$ cat src/rtl/layer_sequencer.sv
// layer_sequencer: top-level layer sequencer for the CNN accelerator.
// The sequencer steps through NUM_BLOCKS blocks. Each block has
// CONVS_PER_BLOCK conv layers followed by one average-pool layer.
// After the blocks it runs one FC layer and then the JUDGE phase.
//
// State codes:
//   RESET = 0, IDLE = 1
//   block b, conv k = 2 + b*(CONVS_PER_BLOCK+1) + k
//   block b, pool   = 2 + b*(CONVS_PER_BLOCK+1) + CONVS_PER_BLOCK
//   FC = 2 + NUM_BLOCKS*(CONVS_PER_BLOCK+1), JUDGE = FC + 1
//
// Ports:
//   clk, reset (async, active-low)
//   PS_BRAM_busy        : PS is loading a frame (only used in RESET/IDLE)
//   Conv_done, Avg_done, FC_done, Judge_done, Judge_all_done : engine done pulses
//   state               : current state code
//   layer_start         : pulse on the first cycle of each conv/pool/FC state
//   block_idx, conv_idx : position within the schedule (0 when not applicable)
//   is_conv/is_pool/is_fc : decoded layer type
//   frame_count         : frames judged since reset (wraps)
//   timeout_err         : watchdog pulse
//
// Optional build macro LAYER_SEQ_WATCHDOG_EN: adds a per-layer watchdog of
// TIMEOUT_CYCLES. Without the macro, timeout_err is tied to 0.
module layer_sequencer #(
  parameter int unsigned NUM_BLOCKS      = 3,
  parameter int unsigned CONVS_PER_BLOCK = 2,
  parameter int unsigned STATE_DATAWIDTH = 5,
  parameter int unsigned FRAME_CNT_WIDTH = 8,
  parameter int unsigned TIMEOUT_CYCLES  = 1000000
) (
  input  logic                       clk,
  input  logic                       reset,
  input  logic                       PS_BRAM_busy,
  input  logic                       Conv_done,
  input  logic                       Avg_done,
  input  logic                       FC_done,
  input  logic                       Judge_done,
  input  logic                       Judge_all_done,
  output logic [STATE_DATAWIDTH-1:0] state,
  output logic                       layer_start,
  output logic [2:0]                 block_idx,
  output logic [1:0]                 conv_idx,
  output logic                       is_conv,
  output logic                       is_pool,
  output logic                       is_fc,
  output logic [FRAME_CNT_WIDTH-1:0] frame_count,
  output logic                       timeout_err
);

  localparam int unsigned P       = CONVS_PER_BLOCK + 1;
  localparam int unsigned FC_CODE = 2 + NUM_BLOCKS * P;

  if (NUM_BLOCKS < 1 || NUM_BLOCKS > 7 || CONVS_PER_BLOCK < 1 || CONVS_PER_BLOCK > 4 ||
      TIMEOUT_CYCLES < 2 || FRAME_CNT_WIDTH < 1 ||
      (64'd1 << STATE_DATAWIDTH) <= 64'(FC_CODE + 1)) begin : g_param_check
    $error("layer_sequencer: parameter out of range");
  end

  // The state code is derived from a layer-type phase and the block/conv
  // counters. This lets the schedule scale with the parameters without
  // needing a per-code state list.
  typedef enum logic [2:0] {PH_RESET, PH_IDLE, PH_CONV, PH_POOL, PH_FC, PH_JUDGE} phase_t;

  phase_t                     phase, phase_nxt;
  logic [2:0]                 blk_nxt;
  logic [1:0]                 cnv_nxt;
  logic                       advance;
  logic                       frame_inc;
  logic                       wd_fire;
  logic [STATE_DATAWIDTH-1:0] state_nxt;
  logic                       layer_start_nxt;
  logic                       is_conv_nxt, is_pool_nxt, is_fc_nxt;
  int unsigned                code;

  // State register
  always_ff @(posedge clk or negedge reset) begin
    if (!reset) begin
      phase       <= PH_RESET;
      state       <= '0;
      layer_start <= 1'b0;
      block_idx   <= '0;
      conv_idx    <= '0;
      is_conv     <= 1'b0;
      is_pool     <= 1'b0;
      is_fc       <= 1'b0;
      frame_count <= '0;
    end else begin
      phase       <= phase_nxt;
      state       <= state_nxt;
      layer_start <= layer_start_nxt;
      block_idx   <= blk_nxt;
      conv_idx    <= cnv_nxt;
      is_conv     <= is_conv_nxt;
      is_pool     <= is_pool_nxt;
      is_fc       <= is_fc_nxt;
      if (frame_inc) frame_count <= frame_count + FRAME_CNT_WIDTH'(1);
    end
  end

  // Next-state logic
  always_comb begin
    phase_nxt = phase;
    blk_nxt   = block_idx;
    cnv_nxt   = conv_idx;
    advance   = 1'b0;
    frame_inc = 1'b0;
    case (phase)
      PH_RESET: if (PS_BRAM_busy) begin
        phase_nxt = PH_IDLE;
        advance   = 1'b1;
      end
      PH_IDLE: if (!PS_BRAM_busy) begin
        phase_nxt = PH_CONV;
        blk_nxt   = '0;
        cnv_nxt   = '0;
        advance   = 1'b1;
      end
      PH_CONV: if (Conv_done) begin
        advance = 1'b1;
        if (conv_idx == 2'(CONVS_PER_BLOCK - 1)) begin
          phase_nxt = PH_POOL;
          cnv_nxt   = '0;
        end else begin
          cnv_nxt = conv_idx + 2'd1;
        end
      end
      PH_POOL: if (Avg_done) begin
        advance = 1'b1;
        if (block_idx == 3'(NUM_BLOCKS - 1)) begin
          phase_nxt = PH_FC;
          blk_nxt   = '0;
        end else begin
          phase_nxt = PH_CONV;
          blk_nxt   = block_idx + 3'd1;
        end
      end
      PH_FC: if (FC_done) begin
        phase_nxt = PH_JUDGE;
        advance   = 1'b1;
      end
      PH_JUDGE: begin
        if (Judge_all_done) begin
          phase_nxt = PH_RESET;
          frame_inc = 1'b1;
        end else if (Judge_done) begin
          phase_nxt = PH_IDLE;
          frame_inc = 1'b1;
        end
      end
      default: phase_nxt = PH_RESET;
    endcase
    if (wd_fire) begin
      phase_nxt = PH_RESET;
      blk_nxt   = '0;
      cnv_nxt   = '0;
      advance   = 1'b0;
    end
  end

  // Output logic: the outputs are computed from the next state, so the
  // registered outputs change on the same edge as the transition.
  always_comb begin
    code        = 0;
    is_conv_nxt = 1'b0;
    is_pool_nxt = 1'b0;
    is_fc_nxt   = 1'b0;
    case (phase_nxt)
      PH_IDLE:  code = 1;
      PH_CONV: begin
        code        = 2 + 32'(blk_nxt) * P + 32'(cnv_nxt);
        is_conv_nxt = 1'b1;
      end
      PH_POOL: begin
        code        = 2 + 32'(blk_nxt) * P + CONVS_PER_BLOCK;
        is_pool_nxt = 1'b1;
      end
      PH_FC: begin
        code      = FC_CODE;
        is_fc_nxt = 1'b1;
      end
      PH_JUDGE: code = FC_CODE + 1;
      default:  code = 0;
    endcase
    state_nxt       = STATE_DATAWIDTH'(code);
    layer_start_nxt = advance & (is_conv_nxt | is_pool_nxt | is_fc_nxt);
  end

`ifdef LAYER_SEQ_WATCHDOG_EN
  logic [31:0] wd_cnt;
  logic        compute;
  logic        match_done;

  // The matching done is decoded directly (not taken from advance), so
  // wd_fire does not form a loop through the next-state logic.
  always_comb begin
    compute    = phase inside {PH_CONV, PH_POOL, PH_FC};
    match_done = (phase == PH_CONV && Conv_done) ||
                 (phase == PH_POOL && Avg_done)  ||
                 (phase == PH_FC   && FC_done);
    wd_fire    = compute && !match_done && (wd_cnt == 32'(TIMEOUT_CYCLES - 1));
  end

  always_ff @(posedge clk or negedge reset) begin
    if (!reset) begin
      wd_cnt      <= '0;
      timeout_err <= 1'b0;
    end else begin
      timeout_err <= wd_fire;
      if (advance || wd_fire || !compute) wd_cnt <= '0;
      else                                wd_cnt <= wd_cnt + 32'd1;
    end
  end
`else
  assign wd_fire     = 1'b0;
  assign timeout_err = 1'b0;
`endif

endmodule

$ cat config.mk
export PLATFORM = sky130hd
export DESIGN_NAME = layer_sequencer
export DESIGN_NICKNAME = d
export VERILOG_FILES = /design/src/rtl/layer_sequencer.sv
export SDC_FILE = /design/constraint.sdc
export NUM_CORES = 1
export LEC_CHECK = 0
export ABC_AREA = 1
export ABC_CLOCK_PERIOD_IN_PS = 3600
export CAP_MARGIN = 20
export CORE_ASPECT_RATIO = 2
export CORE_MARGIN = 2
export CORE_UTILIZATION = 30
export DETAILED_ROUTE_END_ITERATION = 10
export PLACE_DENSITY = 0.58
export SYNTH_ARGS = -nofsm -noshare
export SYNTH_HDL_FRONTEND = slang
export SYNTH_SLANG_ARGS = --single-unit
export TNS_END_PERCENT = 10
$ cat constraint.sdc
create_clock -name clk -period 3.6 [get_ports clk]
set_clock_uncertainty 0.2 [all_clocks]
set_input_delay 0.72 -clock clk [delete_from_list [all_inputs] [get_ports clk]]
set_output_delay 0.72 -clock clk [all_outputs]
set_load 0.1 [all_outputs]
==> results list <==
- The flow ran to the end, and the final reports show no timing, DRC or antenna violations.
- Of the available clock period, the critical path in the final layout requires 0.894.
* Type of the worst setup path: in2reg
- Total I/O pin count: 31
- GR met1 Demand/Resource: 0.124
- Seq/Total Area, Yosys: 0.414
- In this run the number of H-tree levels came out at 1.
- In this run the standard cell core region covers 4860 sq um.
* Clock tree buffer depth: 2
- By area the synthesized netlist is led by sky130_fd_sc_hd__dfrtp_1 41%, sky130_fd_sc_hd__nand2_1 8.5%, sky130_fd_sc_hd__ha_1 7.5%.
* Final hold violation count: 0
- The biggest area contributor in the post-synthesis netlist is sky130_fd_sc_hd__dfrtp_1.
- Number of clock buffers inserted by TritonCTS: 3
* Hold buffers post-CTS: 0
* Class of the most critical hold timing path: reg2reg
* Net total in the final layout: ~220
- Wire length of the first global-routing pass: 5440 um
- Post-synthesis instance area: roughly 1500 sq um
* Filler cell count: ~500
* Drt drc: 0
- Cells resized by post-CTS repair: 0
- The tool flagged a number of max-cap violations equal to 0.
- In the global route stage, met3 resource usage came out at 0.0129.
- Final weighted congestion in routability-driven placement: between 0.8 and 0.9
- A synthesized cell averages 8.94 sq um.
- For this configuration, the core starts out at a cell density of 0.310.
- Sum Neg Setup Slack: 0 ns
- The worst setup path is launched from a primary input.
* Height of the die: 104 um
- The initial antenna violation count is 0.
- Number of storage elements in the synthesis netlist: 25
* Most frequent cells in the layout: 34 x sky130_fd_sc_hd__nand2_1, 26 x sky130_fd_sc_hd__buf_4, 25 x sky130_fd_sc_hd__dfrtp_1
- After synthesis, the share of cell area in mux cells is 0.00746.
- The share of synthesized area in the top cell type comes to 0.414.
* Overall fraction of global-route tracks in use: 0.131
- The repair_antennas step left the layout with diodes totalling 0.
* Combinational family with the most area after synthesis: simple AND/OR/NAND/NOR gates
- In the routed layout, each cell is associated on average with a via count of 4.54.
* Number of warnings reported in the yosys synthesis log: 0
* Number of vias after detailed routing: ~1200
- After detailed routing, the average wire length per cell comes to 12.6 um.
- Count of TritonRoute iterations in the first routing pass: 4
- Maximum fanout encountered on the critical timing path: 5
- Static timing analysis puts the maximum clock frequency at 0.311 GHz.
* Clock sink total: 25
- Number of different library cells in the post-synthesis netlist: 30
- Endpoint class of the critical path: register
- In this run, the number of DRC markers left after iteration 0 of detailed routing was 23.
- Clock tree synthesis selected as its root buffer the cell sky130_fd_sc_hd__clkbuf_8.
* Number of global-route vias before repair: 1217
* Setup slack, reg-to-reg: 0.65 ns
* Final core occ: 0.386
- Summed over all layers, the routed wires come to 3300 um.
* Synthesized Nets: roughly 190
- Final setup fails: 0
- Area fraction in compound gates after synthesis: 0.0348
- Total half-perimeter wirelength after legalization and detailed placement: 2690 um
- For the worst setup path, the data required time is approximately 3.6 ns.
- Number of port buffers: 29
* Pins Over Slew Limit: 0
- Count of mapped cells out of synthesis: ~170
* Leakage power total: 1.01 nW
- Peak-usage layer in the global routing report: met2
- Setup repair after global routing left no endpoint under its margin.
- IR analysis of the VDD net gives a maximum drop of between 0.4 and 0.5 mV.
- Of the total synthesized cell area, the portion taken by XOR and XNOR cells is 0.0638.
* Clock slew at the register clock pins of the worst setup and hold paths: 0.09 ns
- Rows: 36
* Largest net degree at the start of global routing: 26
- After global routing the overflow that remains totals 0.
* Commonest non-fill, non-tap cell in the layout: sky130_fd_sc_hd__nand2_1
* Die Span X: between 50 and 60 um
- Register cell area after layout: 626 sq um
* Relative area change from synthesis to final layout: 24.3%
- For the worst setup path, the data arrival time is between 3 and 4 ns.
* Area of the multi-input gates: 796 sq um
- After clock tree synthesis, the setup repair step added 0 buffers.
- Share of layout cells above drive strength 1: 0.275
- Clock latency on the worst-skew pair, taken at its later pin, is 0.27 ns.
- Of the total synthesized cell area, the portion taken by full adders, half adders and majority gates is 0.0878.
- TritonCTS built the clock tree.
- For this design the ratio of total power to cell area is 771 nW/um^2.
- The floorplan step defined a die boundary enclosing 5650 sq um.
* Met2 global-route usage: 0.247
- Shortest period the worst path allows: 3.22 ns
* Basic-gate share of the synthesized area counting and, or, nand and nor cells: 0.331
- Antenna viol nets, final: 0
-- flip-flops by register name, summed over array words and instances, names as in the netlist --
register / flops
block_idx: 3
conv_idx: 2
frame_count: 8
is_conv: 1
is_fc: 1
is_pool: 1
layer_start: 1
phase: 3
state: 5
-- per-layer routing --
metal	routed length [um]	up-vias
met2	2010	23
li1	-	604
met1	1110	555
met4	87	0
met5	0	-
met3	83	4
-- synth_stat cells --
cell type / n
sky130_fd_sc_hd__nor3b_1: 1
sky130_fd_sc_hd__fa_1: 1
sky130_fd_sc_hd__nor2_4: 4
sky130_fd_sc_hd__inv_1: 17
sky130_fd_sc_hd__mux2_2: 1
sky130_fd_sc_hd__buf_4: 1
sky130_fd_sc_hd__conb_1: 1
sky130_fd_sc_hd__nand2_1: 34
sky130_fd_sc_hd__nand2_2: 8
sky130_fd_sc_hd__inv_4: 1
sky130_fd_sc_hd__ha_1: 9
sky130_fd_sc_hd__nand4_1: 3
sky130_fd_sc_hd__o21ai_0: 1
sky130_fd_sc_hd__nor2_1: 15
sky130_fd_sc_hd__nand3_1: 14
sky130_fd_sc_hd__xor2_1: 7
sky130_fd_sc_hd__a21oi_1: 5
sky130_fd_sc_hd__nor3_1: 1
sky130_fd_sc_hd__a21o_1: 1
sky130_fd_sc_hd__nand3b_1: 1
sky130_fd_sc_hd__nor2_8: 1
sky130_fd_sc_hd__buf_6: 1
sky130_fd_sc_hd__or2_2: 1
sky130_fd_sc_hd__xnor2_1: 4
sky130_fd_sc_hd__nor2_2: 2
sky130_fd_sc_hd__nand3_2: 5
sky130_fd_sc_hd__nand2_4: 2
sky130_fd_sc_hd__a31oi_1: 1
sky130_fd_sc_hd__dfrtp_1: 25
sky130_fd_sc_hd__a31o_2: 1
-- worst max-delay path, stage by stage --
cell	delay, ns
sky130_fd_sc_hd__clkdlybuf4s50_1	0.43
sky130_fd_sc_hd__buf_4	0.16
sky130_fd_sc_hd__a31oi_1	0.17
sky130_fd_sc_hd__nor3_1	0.06
sky130_fd_sc_hd__a21oi_1	0.16
sky130_fd_sc_hd__inv_1	0.08
sky130_fd_sc_hd__ha_1	0.30
sky130_fd_sc_hd__ha_1	0.20
sky130_fd_sc_hd__ha_1	0.35
sky130_fd_sc_hd__nand3_1	0.12
sky130_fd_sc_hd__or2_2	0.29
sky130_fd_sc_hd__nand3_1	0.08
sky130_fd_sc_hd__nand2_1	0.05
-- cells by family after synthesis --
| family | count (synthesis) |
|---|---|
| other cells | 1 |
| fa+ha+maj | 10 |
| compound gates | 9 |
| mux | 1 |
| flops | 25 |
| xor+xnor | 11 |
| buf+inv | 20 |
| simple gates | 92 |
-- area by class of cell --
class	instances	area share
clock buffers	3	0.0220
clock inverters	1	0.00400
inverters	18	0.0373
multi-input cells	124	0.424
flip-flops and latches	25	0.333
well taps	57	0.0380
repair buffers	33	0.141
-- per-stage QoR --
stage	instance area [sq um]	hold slack [ns]	worst slack, ns	power (mW)	instances
2_1_floorplan	1510	0.224	0.314	1.10	169
6_report	1880	0.280	0.381	1.45	261
3_3_place_gp	1830	0.259	0.104	1.28	257
3_5_place_dp	1830	0.271	0.0816	1.29	257
4_1_cts	1880	0.285	0.368	1.46	261
5_1_grt	1880	0.332	0.220	1.54	261
-- report_power, final --
| part | total, mW | switching [mW] | internal, mW |
|---|---|---|---|
| sequential | 0.395 | 0.0536 | 0.341 |
| clock | 0.172 | 0.0937 | 0.0784 |
| combinational | 0.880 | 0.655 | 0.225 |
| total | 1.45 | 0.802 | 0.645 |
-- path summary, 6_finish.rpt --
check / start / to / depth (start not counted)
worst max-delay path: Avg_done / state[4] / 13
worst min-delay path: frame_count[7] / frame_count[7] / 1
worst max register to register: phase[2] / state[4] / 11
worst min register to register: frame_count[7] / frame_count[7] / 1
max in group asynchronous: reset / frame_count[6] / 2
min in group asynchronous: reset / block_idx[0] / 2
(Power assumes the default switching activity.)
